<file path="src/rtl/fifo_wr_arb.sv">
// fifo_wr_arb: round-robin arbiter with bounded bursts sharing one syncfifo write port.
// Define WR_ARB_STATS_EN to add the stall_cnt_o full-stall statistics counter.
module fifo_wr_arb #(
  parameter int N         = 4,
  parameter int WIDTH     = 8,
  parameter int MAX_BURST = 4
) (
  input  logic               clk_i,
  input  logic               rst_i,
  input  logic [N-1:0]       req_i,
  input  logic [N*WIDTH-1:0] data_i,
  output logic [N-1:0]       gnt_o,
  input  logic               fifo_full_i,
  output logic               fifo_wr_en_o,
  output logic [WIDTH-1:0]   fifo_wr_data_o
`ifdef WR_ARB_STATS_EN
  ,
  output logic [15:0]        stall_cnt_o
`endif
);

  localparam int PW = $clog2(N);
  localparam int CW = $clog2(MAX_BURST + 1);

  typedef enum logic {IDLE, OWN} state_e;

  state_e         state_q, state_d;
  logic [N-1:0]   gnt_q, gnt_d;
  logic [PW-1:0]  ownerIdx_q, ownerIdx_d;
  logic [PW-1:0]  rrPtr_q, rrPtr_d;
  logic [CW-1:0]  burstCnt_q, burstCnt_d;
  logic [PW-1:0]  pickIdx;
  logic           ownerReq;
  logic           anyReq;
  logic           accept;
  logic           releaseNow;
  logic           grantNew;

  // Scanning downward lets the lowest offset from ptr overwrite later ones.
  function automatic logic [PW-1:0] rrPick(input logic [N-1:0] req, input logic [PW-1:0] ptr);
    logic [PW-1:0] sel;
    int            cand;
    sel = ptr;
    for (int i = N - 1; i >= 0; i--) begin
      cand = (int'(ptr) + i) % N;
      if (req[cand]) sel = PW'(cand);
    end
    return sel;
  endfunction

  assign ownerReq     = |(gnt_q & req_i);
  assign anyReq       = |req_i;
  assign pickIdx      = rrPick(req_i, rrPtr_q);
  assign accept       = (state_q == OWN) && ownerReq && !fifo_full_i && !rst_i;
  assign releaseNow   = !ownerReq || (accept && (burstCnt_q == CW'(MAX_BURST - 1)));
  assign fifo_wr_en_o = accept;
  assign gnt_o        = gnt_q;

  always_comb begin
    fifo_wr_data_o = '0;
    if (state_q == OWN) fifo_wr_data_o = data_i[ownerIdx_q*WIDTH +: WIDTH];
  end

  always_comb begin
    state_d    = state_q;
    gnt_d      = gnt_q;
    ownerIdx_d = ownerIdx_q;
    rrPtr_d    = rrPtr_q;
    burstCnt_d = burstCnt_q;
    grantNew   = 1'b0;
    case (state_q)
      IDLE: begin
        if (anyReq) grantNew = 1'b1;
      end
      OWN: begin
        if (accept) burstCnt_d = burstCnt_q + CW'(1);
        // The owner is last in search order, so it is re-picked only when alone.
        if (releaseNow) begin
          if (anyReq) begin
            grantNew = 1'b1;
          end else begin
            state_d    = IDLE;
            gnt_d      = '0;
            burstCnt_d = '0;
          end
        end
      end
      default: begin
        state_d = IDLE;
        gnt_d   = '0;
      end
    endcase
    if (grantNew) begin
      state_d    = OWN;
      gnt_d      = '0;
      gnt_d[pickIdx] = 1'b1;
      ownerIdx_d = pickIdx;
      rrPtr_d    = (pickIdx == PW'(N - 1)) ? '0 : pickIdx + PW'(1);
      burstCnt_d = '0;
    end
  end

  always_ff @(posedge clk_i) begin
    if (rst_i) begin
      state_q    <= IDLE;
      gnt_q      <= '0;
      ownerIdx_q <= '0;
      rrPtr_q    <= '0;
      burstCnt_q <= '0;
    end else begin
      state_q    <= state_d;
      gnt_q      <= gnt_d;
      ownerIdx_q <= ownerIdx_d;
      rrPtr_q    <= rrPtr_d;
      burstCnt_q <= burstCnt_d;
    end
  end

`ifdef WR_ARB_STATS_EN
  logic [15:0] stallCnt_q;

  // Counts cycles where the owner is blocked only by a full FIFO; saturates.
  always_ff @(posedge clk_i) begin
    if (rst_i) begin
      stallCnt_q <= '0;
    end else if ((state_q == OWN) && ownerReq && fifo_full_i && (stallCnt_q != 16'hFFFF)) begin
      stallCnt_q <= stallCnt_q + 16'd1;
    end
  end

  assign stall_cnt_o = stallCnt_q;
`endif

endmodule

</file>
<file path="config.mk">
export PLATFORM = sky130hd
export DESIGN_NAME = fifo_wr_arb
export DESIGN_NICKNAME = d
export VERILOG_FILES = /design/src/rtl/fifo_wr_arb.sv
export SDC_FILE = /design/constraint.sdc
export NUM_CORES = 1
export LEC_CHECK = 0
export CAP_MARGIN = 20
export CORE_MARGIN = 5
export CORE_UTILIZATION = 36
export DETAILED_ROUTE_END_ITERATION = 8
export MAX_ROUTING_LAYER = met4
export PLACE_DENSITY = 0.78
export SYNTH_ARGS = -nofsm -noshare
export SYNTH_HDL_FRONTEND = slang
export SYNTH_SLANG_ARGS = --single-unit
</file>
<file path="constraint.sdc">
create_clock -name clk_i -period 1.7 [get_ports clk_i]
set_input_delay 0.425 -clock clk_i [delete_from_list [all_inputs] [get_ports clk_i]]
set_output_delay 0.425 -clock clk_i [all_outputs]
set_load 0.03 [all_outputs]
</file>
### Yosys cells after proc, flatten, opt, wreduce, memory -nomap -nowiden

Index checks and enable logic that the tools add are counted.

* output and inout port bits: 13
* word-level logic and storage cells: 75
* register bits after elaboration: 12
* bits of input ports: 39

* $add $sub $neg: 5
* shift-type cells: 1
* magnitude comparators: 6
* eq/ne operators: 3
* mux-type cells: 32
* reduce and logical (&&, ||, !) cells: 18
* bitwise gates (word level): 5

Operator list (count)
* variable part select 32 x 6 -> 8 bit: 1
* two-way mux 4 bit: 4
* two-way mux 1 bit: 13
* less-than comparator 3 x 4 -> 1 bit, second input constant: 3
* two-way mux 2 bit: 5
* two-way mux 3 bit: 3
* binary-select mux 1 bit (select 2 bit): 4
* two-way mux 8 bit: 1
* OR reduction 2 bit: 4
* OR reduction 4 bit: 2
* less-than comparator 2 x 3 -> 1 bit, second input constant: 2
* logical AND 1 bit: 5
* adder 2 x 1 -> 2 bit, second input constant: 2
* adder 2 bit, second input constant: 2
* bitwise AND 4 bit: 1
* nonzero test 2 bit: 2
* adder 3 x 1 -> 3 bit, second input constant: 1
* bitwise AND 1 bit, first input constant: 3
* equality test 3 x 2 -> 1 bit, second input constant: 1
* logical NOT 1 bit: 3
* AND reduction 3 bit: 1
* demux 1 bit (select 2 bit): 1
* equality test 2 bit, second input constant: 1
* >= comparator 2 x 1 -> 1 bit, second input constant: 1
* other kinds (4): 4

### Longest topological paths before layout

Gate-level depths: netlist of the first run.

* depth in word-level cells: 15
* depth in mapped cells: 7
* mapped depth without buffers: 7

### Least setup slack after synthesis of the first run

No wires, ideal clock.

* kind: register to register
* start point: reg gnt_q[2] (netlist: gnt_o[2])
* end point: reg burstCnt_q[1]
* stages on the path, launching flop included: 5
* library setup time: 0.132 ns
* arrival: 1.696 ns
* clock period less this slack: 1.827 ns
* path buffers: 0
* data required time: 1.568 ns
* slack: -0.127 ns
* path through: dfxtp_1 a22oi_4 a2111oi_4 mux2i_1 nor3_2

* cells in the longest elaborated chain, start to end: 10
* elaborated cells on any way between the ends: 14
* those cells by class: 5 x mux; 1 x bitwise; 8 x reduce/logical

RTL lines
* from (decl): line 28 `logic [N-1:0] gnt_q, gnt_d;`
* from (signal assigned): line 112 `gnt_q <= gnt_d;`
* bitwise AND 4 bit (*): line 51 `assign ownerReq = |(gnt_q & req_i);`
* OR reduction 4 bit (*): line 51
* logical AND 1 bit (*) (3 in series): line 54 `assign accept = (state_q == OWN) && ownerReq && !fifo_full_i && !rst_i;`
* via fifo_wr_en_o: line 14 `output logic fifo_wr_en_o,`
* logical AND 1 bit: line 55 `assign releaseNow = !ownerReq || (accept && (burstCnt_q == CW'(MAX_BURST - 1)));`
* logical OR 1 bit: line 55
* two-way mux 1 bit: line 78 `if (releaseNow) begin`
* case mux 1 bit (2 select lines): line 71 `case (state_q)`
* OR reduction 2 bit (no line)
* to (signal assigned): line 115 `burstCnt_q <= burstCnt_d;`
* to (decl): line 31 `logic [CW-1:0] burstCnt_q, burstCnt_d;`

Mark *: on every way through the listed nets, which the timed path passes. The rest lies on a longest branch.
A chain may end at the register's enable or synchronous reset.

### Final worst setup path of the first run

* start point: reg ownerIdx_q[0]
* end point: out fifo_wr_data_o[2]

* cells in the longest elaborated chain, start to end: 2

RTL lines
* from (decl): line 29 `logic [PW-1:0] ownerIdx_q, ownerIdx_d;`
* from (signal assigned): line 113 `ownerIdx_q <= ownerIdx_d;`
* variable part select 32 x 6 -> 8 bit: line 61 `if (state_q == OWN) fifo_wr_data_o = data_i[ownerIdx_q*WIDTH +: WIDTH];`
* two-way mux 8 bit: line 61
* to (decl): line 15 `output logic [WIDTH-1:0] fifo_wr_data_o`

Every way passes these cells.

==> flow_summary.toml, run 1 <==
[run_status]
status = "finished with violations"
violations = "negative setup slack"

[critical_path]
cp.required_ps = 1270
cp.arrival_ps = 1550
critPathSlowestCell = "mux4_2"
slowest_delay_ps = 500
path_buf_inv = 2
critPathKind = "reg -> out"
cp-end-kind = "primary output"
path_max_fanout = 8
start_kind = "flop"
cpLargestDelayFamily = "multiplexers"
worstRegToRegCells = 7
cp.depth = 4
worstPathCellList = "buf_12 > mux4_2 > and2_4 > buf_6"

[route]
via_per_inst = 5.59
wl_per_cell_um = 17.3
detail-route-antenna-nets = 0
firstDrtPassIters = 4
post-route-drc-count = 0
drt_iter0_markers = 65
num_vias = 1212
drt-total-wl_um = 3750

[timing]
grt_setup_unrepaired = "yes"
clock.fmax_ghz = 0.507
max_slew_margin_pct = 79.4
post-route-period-util_pct = 116
fin_skew_ps = 2.69
hold_violations = 0
timing.final.crit_period_ps = 1970
finalMaxSlewViolations = 0
fin_ws_ps = -274
worstMarginPinSlew_ps = 311
finalSetupViolCount = 9

[clocking]
insertion_delay_ps = 280
cts_buffer_depth = 2
numCtsBuffers = 3
clk_pin_slew_ps = 80
numClockSinks = 12
root_buffer = "clkbuf_4"
cts-htree-levels = 1
cts_hold_buf = 0
cts_tree = "built"

[yosys]
synth_nets = 150
synth.avg_cell_area_um2 = 9.85
netlist_area_um2 = 1030
yosys_warnings = 0
syn_inst = 105
synth-seq-cells = 12
ys_seq_area_share_pct = 23.2
synthArstFlopShare_pct = 0
ys.flop_type = "dfxtp_1"
synth-edff-count = 0
synth_cell_types = 36

[die]
rows = 19
die_area_um2 = 4050
die_h_um = 63.6
coreArea_um2 = 2760
die_width_um = 63.6
initial_core_util_pct = 37.5
num_io_pins = 52

[placed_design]
pre_cts_slack_ps = -786
post_dp_cell_area_um2 = 1760
io_buffer_count = 51
dp_hpwl_um = 2800
gp_congestion = 0.810
dp.cells = 204

[layout]
instances_no_fill = 217
mostFrequentLayoutCells = "37 x dlygate4sd2_1, 30 x buf_4, 11 x buf_6, 8 x mux4_2, 8 x and2_4"
stdcell_area_um2 = 1950
final_util_pct = 70.6
diodes = 0
seq_area_um2 = 264
mostFrequentLayoutCell = "dlygate4sd2_1"
fin_nets = 232
fill_cells = 218
drive_gt1_share_pct = 53.8
multiInputGateArea_um2 = 840
area_delta_synth_final_pct = 88.3

[power]
leakage_nw = 0.897
ir_worst_vdd_uv = 718
p_per_area_nw_per_um2 = 966
total_power_mw = 1.88

[global_routing]
grt_pass1_wl_um = 5600
grt_max_degree = 12
antenna_found_initial = 0
track_usage_pct = 17.7
gr-total-overflow = 0
grt_pass1_vias = 1196

[min_path]
whs_path_depth = 2
hold_path_class = "reg -> reg"

[job]
drv_cap = 0
## area by class of cell
| type | count | area share (%) |
|---|---|---|
| clock buffers | 4 | 1.86 |
| well taps | 31 | 1.99 |
| multi-input cells | 79 | 43.1 |
| flip-flops and latches | 12 | 13.6 |
| repair buffers | 83 | 38.0 |
| inverters | 8 | 1.54 |
## stage by stage
stage                     TNS, ps  hold slack (ps)
after detailed placement   -12770              497
final                       -2180              503
after CTS                   -2230              513
after floorplan             -12.2              477
after global routing        -2840              532
after global placement     -12070              482
## sequential cells by signal, indices dropped and copies added, names as in the netlist
signal / count
burstCnt_q: 3
gnt_o: 4
ownerIdx_q: 2
rrPtr_q: 2
state_q: 1
## report_power, final
group	internal, mW	switching [mW]
Sequential	0.365	0.0878
Clock	0.130	0.100
Combinational	0.663	0.534
Total	1.16	0.722
## layer usage
metal	global-route usage, %	routed length (um)
met4	2.34	29
met3	3.73	292
met5	-	0
met2	31.1	1870
met1	21.2	1550
## logic make-up after synthesis
| family | after synthesis | share of synthesized area [%] |
|---|---|---|
| AOI/OAI and AO/OA | 30 | 23.9 |
| adders and majority gates | 6 | 7.25 |
| buffers and inverters | 14 | 6.05 |
| DFF | 12 | 23.2 |
| muxes | 11 | 20.3 |
| and+or+nand+nor | 32 | 19.2 |
## worst paths after layout
kind | from | to | slack (ps)
setup / recovery | ownerIdx_q[0] | fifo_wr_data_o[2] | -270
setup reg to reg | rrPtr_q[1] | gnt_o[1] | 0
hold / removal | burstCnt_q[0] | burstCnt_q[0] | 500
hold reg to reg | burstCnt_q[0] | burstCnt_q[0] | 500
## cells in the mapped netlist (all sizes together) (3+ instances only)
cell / number / area, um2
a21oi: 10 / 53.8
and2: 9 / 56.3
buf: 4 / 25.0
dfxtp: 12 / 240
ha: 6 / 75.1
inv: 8 / 30.0
mux2i: 3 / 30.0
mux4: 8 / 180
nand2: 3 / 11.3
nor2: 5 / 21.3
nor2b: 3 / 18.8
nor3: 4 / 30.0
o21ai: 6 / 30.0
or3b: 5 / 43.8
## worst min-delay path, cell delays in order, from the launching register on
cell     delay (ps)
dfxtp_2         340
nand2_1          60
a31oi_1          70
## what timing repair did
item                                    CTS  global route
pin swaps                                12            13
endpoints found under the setup margin   24            15
buffers inserted                          5             4
resized for setup                       128            27
cloned                                    0             1
Power figures use the tool's default switching activity.
==> inputs of run 2 (changes only) <==
CORE_MARGIN = 3   (was 5)
GPL_TIMING_DRIVEN = 0   (was default)
==> run 2 against run 1 <==
Against the previous run:
- count of clock-buffer cells in the layout fell by 1
- design area fell by 12%
- first-iteration DRC count fell by 48%
- sequential share of layout area rose by 1.5 points
- flip-flop and latch count did not move
- die area fell by 12%
- the run still ends with negative setup slack left
- total power fell by 8.7%
- core utilization fell by 5.0 points
- combinational power fell by 10%
- critical path type unchanged
- global-route usage fell by 0.065 points
- non-clock buffer count fell by 19
==> flow_summary.toml, run 2 (synthesized netlist as in run 1, its figures left out) <==
[global_routing]
grt_pass1_vias = 1013
gr-total-overflow = 0
met2_usage_pct = 30.9
use_met1_pct = 20.8
top_usage_layer = "met2"
track_usage_pct = 17.6
grt_pass1_wl_um = 4630
antenna_found_initial = 0
grtUsageMet3_pct = 4.14
grt_max_degree = 11

[clocking]
cts_hold_buf = 0
numClockSinks = 12
cts_tree = "built"
insertion_delay_ps = 270
clk_pin_slew_ps = 80
cts_buffer_depth = 2
numCtsBuffers = 3
root_buffer = "clkbuf_4"
cts-htree-levels = 1

[timing]
finalMaxSlewViolations = 0
hold_violations = 0
finalSetupViolCount = 10
fin_skew_ps = 6.78
grt_setup_unrepaired = "yes"
tns_ps = -2460
post-route-period-util_pct = 119
timing.final.crit_period_ps = 2020
fin_ws_ps = -315
max_slew_margin_pct = 61.6
clock.fmax_ghz = 0.496
worstMarginPinSlew_ps = 576

[critical_path]
cp.arrival_ps = 1590
cp-end-kind = "primary output"
rr_startpoint = "burstCnt_q[0]"
critPathKind = "reg -> out"
rrSetupSlack_ps = -10
cp.required_ps = 1270
critPathSlowestCell = "mux4_2"
start_kind = "flop"
worstPathCellList = "buf_4 > mux4_2 > and2_4 > buf_6"
reg2reg_to = "rrPtr_q[0]"
slowest_delay_ps = 510
worstRegToRegCells = 6
path_max_fanout = 4

[placed_design]
dp_hpwl_um = 2390
dp.cells = 186
pre_cts_slack_ps = -1130
post_dp_cell_area_um2 = 1590
io_buffer_count = 51
gp_congestion = 0.806

[die]
initial_core_util_pct = 39.6
die_h_um = 59.6
coreArea_um2 = 2610
rows = 18
die_area_um2 = 3550
num_io_pins = 52
die_width_um = 59.6

[layout]
multiInputGateArea_um2 = 807
seq_area_um2 = 258
drive_gt1_share_pct = 43.4
mostFrequentLayoutCell = "dlygate4sd2_1"
mostFrequentLayoutCells = "36 x dlygate4sd2_1, 11 x buf_6, 10 x buf_4, 8 x mux4_2, 8 x and2_4"
area_delta_synth_final_pct = 65.7
fill_cells = 232
diodes = 0
largest_reg_flops = 4
stdcell_area_um2 = 1710
fin_nets = 213
instances_no_fill = 196

[power]
ir_worst_vdd_uv = 646
leakage_nw = 0.770
p_per_area_nw_per_um2 = 1000

[route]
firstDrtPassIters = 4
drt_iter0_markers = 34
detail-route-antenna-nets = 0
via_per_inst = 5.62
drt-total-wl_um = 3390
wl_per_cell_um = 17.3
num_vias = 1102
post-route-drc-count = 0

[job]
drv_cap = 0

[run_status]
violations = "negative setup slack"
status = "finished with violations"

[min_path]
holdPathEnd = "burstCnt_q[0]"
min_from = "burstCnt_q[0]"
whs_path_depth = 2
hold_path_class = "reg -> reg"
## run 2: report_power, final
part	switching (mW)	internal, mW
registers	0.0941	0.364
logic	0.485	0.594
clock network	0.0976	0.0818
## run 2: area by class of cell
type                            count  area share (%)
Timing Repair Buffer               59            30.6
Clock buffer                        3            1.31
Inverter                            8            1.75
Sequential cell                    12            15.0
Multi-Input combinational cell     79            47.1
Tap cell                           30            2.19
Buffer                              5            2.04
## run 2: metal layers
| layer | vias to the layer above | share of wire (%) |
|---|---|---|
| met4 | 0 | 2.2 |
| met3 | 8 | 10 |
| li1 | 516 | - |
| met1 | 510 | 41 |
| met2 | 68 | 47 |
| met5 | - | 0 |
## run 2: worst max path at each step
stage / from / endpoint / slack, ps / cells past startpoint
2_1_floorplan: req_i[2] / rrPtr_q[1] / -10 / 7
3_3_place_gp: req_i[0] / fifo_wr_en_o / -1110 / 4
3_5_place_dp: req_i[0] / fifo_wr_en_o / -1130 / 4
4_1_cts: ownerIdx_q[0] / fifo_wr_data_o[3] / -300 / 4
5_1_grt: ownerIdx_q[0] / fifo_wr_data_o[0] / -350 / 4
6_report: ownerIdx_q[0] / fifo_wr_data_o[0] / -320 / 4
## run 2: repair_timing
action                                  4_1_cts  5_1_grt
buffers inserted                              5        2
gates cloned                                  1        0
endpoints found under the setup margin       24       16
pin swaps                                     3        9
resized for setup                           129       22
## run 2: critical path, delay by kind of cell, from the launching register on
family                 cells  cell delay (ps)
muxes                      1              510
buffers and inverters      2              280
and+or+nand+nor            1              180
DFF                        1              360
## run 2: through the flow
step	total power, mW	utilization (%)	hold WS (ps)
2_1_floorplan	0.987	-	477
3_3_place_gp	1.27	61.0	491
3_5_place_dp	1.30	61.0	499
4_1_cts	1.55	62.6	516
5_1_grt	1.81	65.6	536
6_report	1.72	65.6	503
==> inputs of run 3 (changes only) <==
REMOVE_ABC_BUFFERS = 1   (was default)
==> run 3 against run 2 <==
Against the previous run:
- the run still ends with negative setup slack left
- core utilization increased by 1.5 points
- sequential share of layout area decreased by 0.058 points
- total power increased by 1.9%
- via count decreased by 0.27%
- combinational power about the same
- first-iteration DRC count decreased by 24%
- global-route usage increased by 1.5 points
- final cell count increased by 0.51%
==> flow_summary.toml, run 3 (synthesized netlist as in run 1, its figures left out) <==
[clocking]
clk_pin_slew_ps = 80
numClockSinks = 12
root_buffer = "clkbuf_4"
numCtsBuffers = 3
cts-htree-levels = 1
cts_buffer_depth = 2
insertion_delay_ps = 270
cts_tree = "built"

[timing]
timing.final.crit_period_ps = 1970
finalMaxSlewViolations = 0
post-route-period-util_pct = 116
tns_ps = -2110
hold_violations = 0
finalSetupViolCount = 9
grt_setup_unrepaired = "yes"
clock.fmax_ghz = 0.508
max_slew_margin_pct = 59.6
worstMarginPinSlew_ps = 602
whs_ps = 498
fin_skew_ps = 1.18
fin_ws_ps = -269

[die]
num_io_pins = 52
coreArea_um2 = 2610
die_h_um = 59.6
die_area_um2 = 3550
initial_core_util_pct = 39.6
rows = 18
die_width_um = 59.6

[route]
drt-met1-wl_um = 1290
via_per_inst = 5.58
post-route-drc-count = 0
firstDrtPassIters = 4
drt-total-wl_um = 3240
top_layer = "met4"
wl_per_cell_um = 16.4
num_vias = 1099
detail-route-antenna-nets = 0
wl_met2_um = 1530
wl_met3_um = 380
drt_iter0_markers = 26

[critical_path]
critPathSlowestCell = "mux4_2"
cp.arrival_ps = 1540
path_max_fanout = 5
start_kind = "flop"
cp.required_ps = 1270
cp-end-kind = "primary output"
slowest_delay_ps = 500
rrSetupSlack_ps = 40
worstPathCellList = "buf_12 > mux4_2 > and2_4 > buf_6"
critPathKind = "reg -> out"

[global_routing]
grt_pass1_wl_um = 4950
gr-total-overflow = 0
grt_max_degree = 13
grt_pass1_vias = 1059
track_usage_pct = 19.1
antenna_found_initial = 0

[power]
p_per_area_nw_per_um2 = 997
ir_worst_vdd_uv = 698
leakage_nw = 0.795

[layout]
diodes = 0
stdcell_area_um2 = 1750
largest_reg_flops = 4
drive_gt1_share_pct = 44.9
instances_no_fill = 197
area_delta_synth_final_pct = 69.5
mostFrequentLayoutCells = "37 x dlygate4sd2_1, 12 x buf_4, 11 x buf_6, 8 x mux4_2, 8 x and2_4"
mostFrequentLayoutCell = "dlygate4sd2_1"
fin_nets = 213

[run_status]
violations = "negative setup slack"
status = "finished with violations"

[job]
drv_cap = 0

[placed_design]
dp.cells = 180
dp_hpwl_um = 2350
io_buffer_count = 51
post_dp_cell_area_um2 = 1560
gp_congestion = 0.792

[min_path]
hold_path_class = "in -> reg"
[run 3: power by group]
group | internal [mW] | switching, mW
logic | 0.602 | 0.461
clock network | 0.130 | 0.0994
registers | 0.365 | 0.0912
[run 3: layout make-up]
cell class                      instances  area, um2
Tap cell                               30       37.5
Inverter                                8       30.0
Multi-Input combinational cell         79        812
Fill cell                             221        858
Timing Repair Buffer                   64        576
Clock buffer                            4       36.3
Sequential cell                        12        263
[run 3: repair_timing]
| item | 4_1_cts | 5_1_grt |
|---|---|---|
| hold buffers | 0 | 0 |
| setup endpoints to repair | 25 | 14 |
| gates resized for setup | 143 | 23 |
| setup buffers | 8 | 5 |
| pin swaps | 5 | 12 |
[run 3: metrics by stage]
stage	power (mW)	worst slack [ps]	utilization [%]
after global routing	1.86	-326	67.1
final	1.75	-269	67.1
after global placement	1.23	-1280	59.3
after detailed placement	1.26	-1180	59.6
after floorplan	0.947	-193	-
after CTS	1.62	-294	64.0
[run 3: metal layers]
metal	track usage, %	vias up
met5	-	-
met4	3.80	0
met3	4.79	6
met2	32.4	62
met1	23.0	513
li1	-	518
[run 3: path summary, 6_finish.rpt]
path,depth (start not counted),end,from
hold reg to reg,2,gnt_o[3],gnt_o[3]
hold / removal,2,rrPtr_q[1],rst_i
setup reg to reg,5,rrPtr_q[1],rrPtr_q[0]
setup / recovery,4,fifo_wr_data_o[2],ownerIdx_q[0]
[run 3: critical path: cells and delay by family, from the launching register on]
family	cells	cell delay, ps
buffers and inverters	2	250
flip-flops	1	370
multiplexers	1	500
AND/OR/NAND/NOR	1	160
